===== src/rtl/apb_master.sv =====
// APB requester: turns single host commands into APB SETUP/ACCESS transfers.
// An ACCESS phase that waits too long is aborted and reported as a timeout.
module apb_master #(
  parameter int ADDR_W  = 32,
  parameter int DATA_W  = 32,
  parameter int TIMEOUT = 16
) (
  input  logic              pclk,
  input  logic              preset,
  input  logic              cmd_valid,
  output logic              cmd_ready,
  input  logic              cmd_write,
  input  logic [ADDR_W-1:0] cmd_addr,
  input  logic [DATA_W-1:0] cmd_wdata,
  output logic              rsp_valid,
  output logic [DATA_W-1:0] rsp_rdata,
  output logic              rsp_slverr,
  output logic              rsp_timeout,
  output logic              psel,
  output logic              penable,
  output logic              pwrite,
  output logic [ADDR_W-1:0] paddr,
  output logic [DATA_W-1:0] pwdata,
  input  logic [DATA_W-1:0] prdata,
  input  logic              pready,
  input  logic              pslverr
);

  typedef enum logic [1:0] {
    IDLE,
    SETUP,
    ACCESS
  } state_t;

  localparam logic [7:0] LAST = 8'(TIMEOUT - 1);

  state_t     state;
  state_t     state_nx;
  logic [7:0] wait_cnt;
  logic       accept;
  logic       done;
  logic       expire;

  always_comb begin
    state_nx  = state;
    cmd_ready = 1'b0;
    psel      = 1'b0;
    penable   = 1'b0;
    accept    = 1'b0;
    done      = 1'b0;
    expire    = 1'b0;
    unique case (state)
      IDLE: begin
        cmd_ready = 1'b1;
        accept    = cmd_valid;
        if (cmd_valid) state_nx = SETUP;
      end
      SETUP: begin
        psel     = 1'b1;
        state_nx = ACCESS;
      end
      ACCESS: begin
        psel    = 1'b1;
        penable = 1'b1;
        done    = pready;
        // pready wins over the timeout in the last allowed cycle
        expire  = !pready && (wait_cnt == LAST);
        if (done || expire) state_nx = IDLE;
      end
      default: state_nx = IDLE;
    endcase
  end

  always_ff @(posedge pclk) begin
    if (preset) begin
      state       <= IDLE;
      wait_cnt    <= '0;
      pwrite      <= 1'b0;
      paddr       <= '0;
      pwdata      <= '0;
      rsp_valid   <= 1'b0;
      rsp_rdata   <= '0;
      rsp_slverr  <= 1'b0;
      rsp_timeout <= 1'b0;
    end else begin
      state     <= state_nx;
      rsp_valid <= done || expire;
      if (accept) begin
        pwrite <= cmd_write;
        paddr  <= cmd_addr;
        pwdata <= cmd_wdata;
      end
      if (state == SETUP) begin
        wait_cnt <= '0;
      end else if (state == ACCESS && !pready) begin
        wait_cnt <= wait_cnt + 8'd1;
      end
      if (done) begin
        rsp_rdata   <= pwrite ? '0 : prdata;
        rsp_slverr  <= pslverr;
        rsp_timeout <= 1'b0;
      end else if (expire) begin
        rsp_rdata   <= '0;
        rsp_slverr  <= 1'b1;
        rsp_timeout <= 1'b1;
      end
    end
  end

endmodule


===== config.mk =====
export PLATFORM = sky130hd
export DESIGN_NAME = apb_master
export DESIGN_NICKNAME = d
export VERILOG_FILES = /design/src/rtl/apb_master.sv
export SDC_FILE = /design/constraint.sdc
export NUM_CORES = 1
export LEC_CHECK = 0
export CORE_ASPECT_RATIO = 0.75
export CORE_MARGIN = 1
export CORE_UTILIZATION = 42
export DETAILED_ROUTE_END_ITERATION = 7
export GPL_ROUTABILITY_DRIVEN = 0
export PLACE_DENSITY_LB_ADDON = 0.05
export SYNTH_ARGS = -nofsm -noshare
export SYNTH_HDL_FRONTEND = slang
export SYNTH_SLANG_ARGS = --single-unit

===== constraint.sdc =====
create_clock -name pclk -period 3.9 [get_ports pclk]
set_input_delay 0.78 -clock pclk [delete_from_list [all_inputs] [get_ports pclk]]
set_output_delay 0.78 -clock pclk [all_outputs]
set_load 0.01 [all_outputs]

==> results_dict.tcl, run 1 <==
set metrics [dict create \
    grt_pass1_vias 3603 \
    holdPathEnd "rsp_timeout$_SDFFE_PP0P_" \
    antenna_found_initial 0 \
    p_seq_share_pct 40.1 \
    cp_num_buf_inv 2 \
    path_cells "inv_1, ha_1, clkdlybuf4s50_1" \
    crit_required_ns 3.12 \
    clk-insertion-delay-late_ns 0.34 \
    start_util_pct 43.1 \
    drc 0 \
    layout_common_cells "clkdlybuf4s50_1, nand2_1, dfxtp_1" \
    synth_top_cell_area_share_pct 56.4 \
    placementRows 30 \
    min-delay-start "rsp_timeout$_SDFFE_PP0P_" \
    cts_made_buffers 9 \
    syn-cell-area_um2 3900 \
    root_buffer "clkbuf_16" \
    nNetsFinal 737 \
    synth_top_cell_by_area "dfxtp_1" \
    slew_violations 0 \
    final_hold_viol_count 0 \
    reg2reg_depth 6 \
    crit_path_max_incr_delay_ns 0.61 \
    ys_warn_count 0 \
    cp_num_cells 3 \
    sw_frac_of_total_pct 28.1 \
    firstDrtPassIters 4 \
    die_h_um 85.5 \
    totalWireLength_um 11400 \
    grt_overflow_total 0 \
    cap_violations 0 \
    htreeDepth 3 \
    post_dp_cell_area_um2 6030 \
    ys_types 34 \
    n_antenna_cell 0 \
    syn_inst 438 \
    r2r-start "state[0]$_SDFFE_PP0P_" \
    switching_power_uw 938 \
    cts.sinks 110 \
    die_w_um 113 \
    avgSynthCellArea_um2 8.91 \
    hold_ws_ns 0.451 \
    power_density_nw_per_um2 523 \
    grt_max_degree 43 \
    critPathMaxFanout 8 \
    setup_viol 0 \
    stdcell_area_um2 6390 \
    synth_fp_nets 545 \
    cp.arrival_ns 1.74 \
    cts-resized-gates 0 \
    drt-initial-drc-count 117 \
    worstHoldPathCells 2 \
    status "complete, no violations" \
    place_hpwl_um 8260 \
    io-pin-count 205 \
    grt_pass1_wl_um 17900 \
    post-route-period-util_pct 64.6 \
    ctsLongestPathBuffers 2 \
    hold_path.class "reg -> reg" \
    ys_seq_elements 110 \
    post_cts_buffers 0 \
    ant_nets 0 \
    criticalPathCategory "reg -> out" \
    port-buffer-count 204 \
    track_usage_pct 23.6 \
    slew_headroom_pct 48.2 \
    combPwrFrac_pct 27.9 \
    p_int_mw 2.40 \
    synth_area_leaders "dfxtp_1, nand2_1, a21oi_1, a22o_1, ha_1" \
    fin_worst_skew_ns 0.00501 \
    syn2layout_area_growth_pct 63.7 \
    core_um2 9050 \
    fin_crit_ns 2.52 \
    worstMarginPinSlew_ns 0.774 \
    slowest_stage "clkdlybuf4s50_1" \
    die_area_um2 9680 \
    path_clk_slew_ns 0.07 \
    yosysSeqAreaShare_pct 56.4 \
    mostFrequentLayoutCell "clkdlybuf4s50_1" \
    fmax_mhz 397 \
    viasPerCell 4.95 \
    drive_above_1_share_pct 4.72 \
    dr_total_vias 3774 \
    rsz0062_at_grt "no" \
    tns_ns 0 \
    cts_tree "yes" \
    rrSetupSlack_ns 1.87 \
    leakage_nw 2.36 \
    wl_per_cell_um 14.9 \
    cts_hold_buffers 0 \
    crit_family "buffers and inverters" \
    p_clk_share_pct 31.9 \
    start_kind "register" \
    critPathCaptureType "output port" \
    vdd.ir_drop.worst_mv 0.376 \
    fin_util_pct 70.6 \
    fill_cells 750 \
    reg2reg_to "rsp_rdata[11]$_SDFFE_PP0P_" \
]
[logic make-up after synthesis]
logic type	after synthesis	synth area share, %
and+or+nand+nor	166	18.4
AOI/OAI and AO/OA	119	19.2
DFF	110	56.4
buffers and inverters	36	3.94
adders and majority gates	5	1.60
xor gates and xnor gates	2	0.449
[cells in the mapped netlist, drive strengths merged]
cell type and n:
nand2 136, or3 2, nand3 6, nand4b 1, and3 1, buf 14, nor2b 3, a31oi 3
a21o 1, and2 1, nand2b 2, dfxtp 110, ha 5, o21ai 3, xnor2 2, nand4 2
inv 6, clkbuf 16, o31ai 2, nor2 3, nand3b 1, a22o 32, or4 3, a21oi 74
nor3 1, o41ai 1, nor4 1, or2 1, nor4bb 2, o2111ai 2, o311ai 1
[per-stage QoR]
| step | setup slack, ns | power [mW] | cells |
|---|---|---|---|
| global placement | 1.38 | 2.28 | 747 |
| global route | 1.31 | 3.51 | 763 |
| CTS | 1.37 | 3.37 | 763 |
| detailed placement | 1.32 | 2.30 | 747 |
| floorplan | 2.21 | 1.80 | 438 |
| finish | 1.38 | 3.34 | 763 |
[layer usage]
metal  GRT usage [%]  vias up  routed length, µm
met1            26.5     1752               4650
met5               0        -                  0
li1                -     1874                  -
met2            40.2      134               5460
met4            6.34        0                126
met3            11.1       14               1120
[sequential cells by signal (all words and copies together), names as in the netlist]
signal	cells
rsp_timeout	1
paddr	32
pwrite	1
rsp_rdata	32
pwdata	32
wait_cnt	8
rsp_slverr	1
state	2
rsp_valid	1
[cell type report]
class	count	area (µm²)	share of cell area [%]
well taps	128	160	2.51
multi-input cells	292	1560	24.3
flip-flops and latches	110	2200	34.5
clock inverters	5	105	1.65
inverters	6	22.5	0.353
repair buffers	211	2090	32.7
clock buffers	11	253	3.96
[worst max-delay path by stage]
| stage | from | to | slack [ns] |
|---|---|---|---|
| 6_report | state[0]$_SDFFE_PP0P_ | penable | 1.38 |
| 3_3_place_gp | cmd_valid | paddr[21]$_SDFFE_PP0P_ | 1.38 |
| 2_1_floorplan | pready | wait_cnt[7]$_SDFFE_PP0P_ | 2.21 |
| 5_1_grt | state[0]$_SDFFE_PP0P_ | penable | 1.31 |
| 3_5_place_dp | cmd_valid | paddr[25]$_SDFFE_PP0P_ | 1.32 |
| 4_1_cts | state[0]$_SDFFE_PP0P_ | penable | 1.37 |
[power groups by stage]
stage / sequential (mW) / clock (mW) / combinational [mW]
2_1_floorplan: 1.42 / 0 / 0.385
3_3_place_gp: 1.36 / 0 / 0.919
3_5_place_dp: 1.36 / 0 / 0.937
4_1_cts: 1.34 / 1.09 / 0.943
5_1_grt: 1.36 / 1.13 / 1.02
6_report: 1.34 / 1.07 / 0.932
[worst min-delay path, delay by kind of cell (launching register included)]
| kind | cells | cell delay, ns |
|---|---|---|
| AOI/OAI and AO/OA | 1 | 0.05 |
| buffers and inverters | 1 | 0.05 |
| DFF | 1 | 0.31 |
Note: power is estimated with default switching activity, not from simulation.
==> run 2: changes to the inputs <==
CORE_UTILIZATION = 39   (was 42)
clock period = 2.5 ns   (was 3.9 ns; I/O delays follow)
==> results_dict.tcl, run 2 (synthesized netlist as in run 1, its figures left out) <==
set metrics [dict create \
    cts.sinks 110 \
    drive_above_1_share_pct 5.02 \
    slew_headroom_pct 69.4 \
    fin_worst_skew_ns 0.00613 \
    tns_ns 0 \
    core_um2 9700 \
    cts-resized-gates 0 \
    antenna_found_initial 0 \
    reg2reg_depth 6 \
    cap_violations 0 \
    grt_pass1_wl_um 17600 \
    totalWireLength_um 11200 \
    cts_made_buffers 9 \
    r2r-start "state[0]$_SDFFE_PP0P_" \
    placementRows 31 \
    critPathCaptureType "output port" \
    wl_per_cell_um 14.6 \
    drc 0 \
    grt_overflow_total 0 \
    vdd.ir_drop.worst_mv 0.395 \
    cts_hold_buffers 0 \
    fmax_mhz 447 \
    slew_violations 0 \
    hold_path.class "reg -> reg" \
    die_h_um 88.6 \
    syn2layout_area_growth_pct 63.2 \
    min-delay-start "rsp_timeout$_SDFFE_PP0P_" \
    rrSetupSlack_ns 0.70 \
    root_buffer "clkbuf_16" \
    start_kind "register" \
    grt_max_degree 50 \
    drt-initial-drc-count 171 \
    port-buffer-count 204 \
    ctsLongestPathBuffers 2 \
    layout_common_cells "clkdlybuf4s50_1, nand2_1, dfxtp_1" \
    track_usage_pct 21.4 \
    worstMarginPinSlew_ns 0.460 \
    htreeDepth 3 \
    nNetsFinal 739 \
    firstDrtPassIters 4 \
    setup_viol 0 \
    io-pin-count 205 \
    post-route-period-util_pct 89.4 \
    cp.arrival_ns 1.74 \
    rsz0062_at_grt "no" \
    criticalPathCategory "reg -> out" \
    leakage_nw 2.36 \
    viasPerCell 4.89 \
    fin_crit_ns 2.24 \
    die_w_um 117 \
    critPathMaxFanout 8 \
    placed_cells 753 \
    dr_total_vias 3761 \
    final_cells 769 \
    fill_cells 827 \
    ant_nets 0 \
    reg2reg_to "rsp_rdata[0]$_SDFFE_PP0P_" \
    post_cts_buffers 0 \
    place_hpwl_um 8070 \
    status "complete, no violations" \
    start_util_pct 40.2 \
    grt_pass1_vias 3464 \
    reg.largest.list "paddr: 32 flops, pwdata: 32 flops, rsp_rdata: 32 flops" \
    final_hold_viol_count 0 \
    crit_required_ns 2.00 \
    cts_tree "yes" \
    die_area_um2 10400 \
    holdPathEnd "rsp_timeout$_SDFFE_PP0P_" \
    clk-insertion-delay-late_ns 0.34 \
    mostFrequentLayoutCell "clkdlybuf4s50_1" \
    path_clk_slew_ns 0.07 \
    power_density_nw_per_um2 775 \
    n_antenna_cell 0 \
    worstHoldPathCells 2 \
    power.total_mw 4.94 \
]
## run 2: routing by layer
layer  global-route usage (%)  vias up  wire length (µm)
met5                        0        -                 0
met4                     5.24        0                91
met3                     7.41       11               812
met2                     36.2      144              5390
met1                     26.4     1725              4950
li1                         -     1881                 -
## run 2: final cells by class
cell class / count / area [µm²] / share of cell area [%]
inverters: 6 / 22.5 / 0.354
well taps: 132 / 165 / 2.59
clock inverters: 7 / 53.8 / 0.845
multi-input cells: 292 / 1560 / 24.4
repair buffers: 213 / 2140 / 33.6
clock buffers: 9 / 225 / 3.54
flip-flops and latches: 110 / 2200 / 34.6
## run 2: worst max-delay path, stage by stage (launching register included)
cell and delay [ns]:
dfxtp_1 0.35, inv_1 0.11, ha_1 0.33, clkdlybuf4s50_1 0.60
## run 2: worst max path at each step
stage,from,end,cells past startpoint
2_1_floorplan,state[0]$_SDFFE_PP0P_,rsp_rdata[10]$_SDFFE_PP0P_,7
3_3_place_gp,pready,wait_cnt[7]$_SDFFE_PP0P_,4
3_5_place_dp,pready,wait_cnt[5]$_SDFFE_PP0P_,4
4_1_cts,state[0]$_SDFFE_PP0P_,penable,3
5_1_grt,state[0]$_SDFFE_PP0P_,penable,3
6_report,state[0]$_SDFFE_PP0P_,penable,3
## run 2: through the flow
step | hold WS [ns] | util [%] | cell area, µm² | worst slack, ns
after global routing | 0.470 | 65.7 | 6370 | 0.164
after detailed placement | 0.446 | 62.8 | 6090 | 0.445
after CTS | 0.455 | 65.7 | 6370 | 0.256
after floorplan | 0.453 | - | 3900 | 0.871
after global placement | 0.441 | 62.8 | 6090 | 0.456
final | 0.453 | 65.7 | 6370 | 0.264
## run 2: report_power, final
part           internal (mW)  leakage, nW  switching, mW
clock                  0.689        0.141          0.655
sequential              1.97        0.897          0.116
combinational          0.785         1.32          0.722
==> run 3: changes to the inputs <==
CORE_ASPECT_RATIO = not set   (was 0.75)
SETUP_SLACK_MARGIN = 0.02   (was not set)
==> results_dict.tcl, run 3 (synthesized netlist as in run 1, its figures left out) <==
set metrics [dict create \
    critPathMaxFanout 8 \
    nNetsFinal 737 \
    wl_per_cell_um 14.1 \
    dr_total_vias 3694 \
    syn2layout_area_growth_pct 61.4 \
    final_cells 767 \
    hold_ws_ns 0.457 \
    placementRows 36 \
    die_area_um2 10400 \
    grt_overflow_total 0 \
    pre_cts_slack_ns 0.462 \
    viasPerCell 4.82 \
    n_antenna_cell 0 \
    crit_required_ns 2.00 \
    top_usage_layer "met2" \
    die_w_um 102 \
    mostFrequentLayoutCell "clkdlybuf4s50_1" \
    cp.arrival_ns 1.73 \
    grt_pass1_vias 3338 \
    cts_made_buffers 9 \
    status "complete, no violations" \
    critPathCaptureType "output port" \
    slew_headroom_pct 61.2 \
    vdd.ir_drop.worst_mv 0.608 \
    setup_ws_ns 0.275 \
    die_h_um 102 \
    power.total_mw 4.76 \
    criticalPathCategory "reg -> out" \
    slew_violations 0 \
    tns_ns 0 \
    setup_viol 0 \
    totalWireLength_um 10800 \
    power_density_nw_per_um2 756 \
    post-route-period-util_pct 89.0 \
    cts.sinks 110 \
    start_kind "register" \
    core_um2 9730 \
    grt_use_met2_pct 31.3 \
    track_usage_pct 20.0 \
    ant_nets 0 \
    grt_use_met1_pct 24.1 \
    start_util_pct 40.1 \
    fmax_mhz 449 \
    placed_cells 752 \
    place_hpwl_um 7640 \
    path_cells "inv_1, ha_1, clkdlybuf4s50_1" \
    cts_tree "yes" \
    cts-resized-gates 0 \
    layout_common_cells "clkdlybuf4s50_1, nand2_1, dfxtp_1" \
    slowest_stage "clkdlybuf4s50_1" \
    post_cts_buffers 0 \
    reg.largest.list "paddr: 32 flops, pwdata: 32 flops, rsp_rdata: 32 flops" \
    antenna_found_initial 0 \
    leakage_nw 2.31 \
    fin_worst_skew_ns 0.00850 \
    firstDrtPassIters 7 \
    grt_max_degree 66 \
    io-pin-count 205 \
    ctsLongestPathBuffers 2 \
    port-buffer-count 204 \
    drt-initial-drc-count 134 \
    clk-insertion-delay-late_ns 0.37 \
    grt_pass1_wl_um 16200 \
    htreeDepth 3 \
    cap_violations 0 \
    cts_hold_buffers 0 \
    path_clk_slew_ns 0.09 \
    root_buffer "clkbuf_8" \
    hold_path.class "reg -> reg" \
    crit_path_max_incr_delay_ns 0.59 \
    use_met3_pct 8.34 \
    final_hold_viol_count 0 \
    fin_crit_ns 2.23 \
    worstMarginPinSlew_ns 0.583 \
    drive_above_1_share_pct 4.42 \
    drc 0 \
    rsz0062_at_grt "no" \
]
[run 3: changes by cell type in the layout (fill, tap and decap cells not counted)]
cell and delta:
buf_4 -2, clkinvlp_4 +1, inv_6 -4, clkbuf_16 -9, clkinv_4 -1, clkinv_2 -2, clkbuf_8 +11, bufinv_16 +2
clkbuf_1 +1
[run 3: area by class of cell]
cell class / count / area, µm²
sequential: 110 / 2200
inverter: 6 / 22.5
clock buffer: 12 / 155
multi-input combinational: 292 / 1560
timing repair buffer: 211 / 2130
tap: 133 / 166
clock inverter: 3 / 67.6
fill: 853 / 3430
[run 3: final timing paths]
path | start | to | slack, ns | depth (start not counted)
worst min register to register | rsp_timeout$_SDFFE_PP0P_ | rsp_timeout$_SDFFE_PP0P_ | 0.46 | 2
worst min-delay path | rsp_timeout$_SDFFE_PP0P_ | rsp_timeout$_SDFFE_PP0P_ | 0.46 | 2
worst max register to register | state[0]$_SDFFE_PP0P_ | rsp_rdata[31]$_SDFFE_PP0P_ | 0.75 | 6
worst max-delay path | state[0]$_SDFFE_PP0P_ | penable | 0.27 | 3
[run 3: worst max-delay path, delay by kind of cell (launching register included)]
kind                     cells  cell delay [ns]
buffers and inverters        2             0.70
adder cells (fa/ha/maj)      1             0.32
flip-flops                   1             0.35
[run 3: where the power goes]
| group | total, mW | internal (mW) | leakage [nW] | switching (mW) |
|---|---|---|---|---|
| registers | 2.08 | 1.97 | 0.897 | 0.111 |
| clock network | 1.19 | 0.615 | 0.109 | 0.572 |
| logic | 1.49 | 0.778 | 1.31 | 0.715 |
| total | 4.76 | 3.36 | 2.31 | 1.40 |
[run 3: per-layer routing]
layer	up-vias	wire (µm)
met5	-	0
met4	0	213
met3	15	1190
met2	148	4810
met1	1661	4600
li1	1870	-
[run 3: metrics by stage]
| step | cell area [µm²] | util, % |
|---|---|---|
| after global routing | 6300 | 64.7 |
| after floorplan | 3900 | - |
| final | 6300 | 64.7 |
| after detailed placement | 6070 | 62.4 |
| after CTS | 6300 | 64.7 |
| after global placement | 6070 | 62.4 |
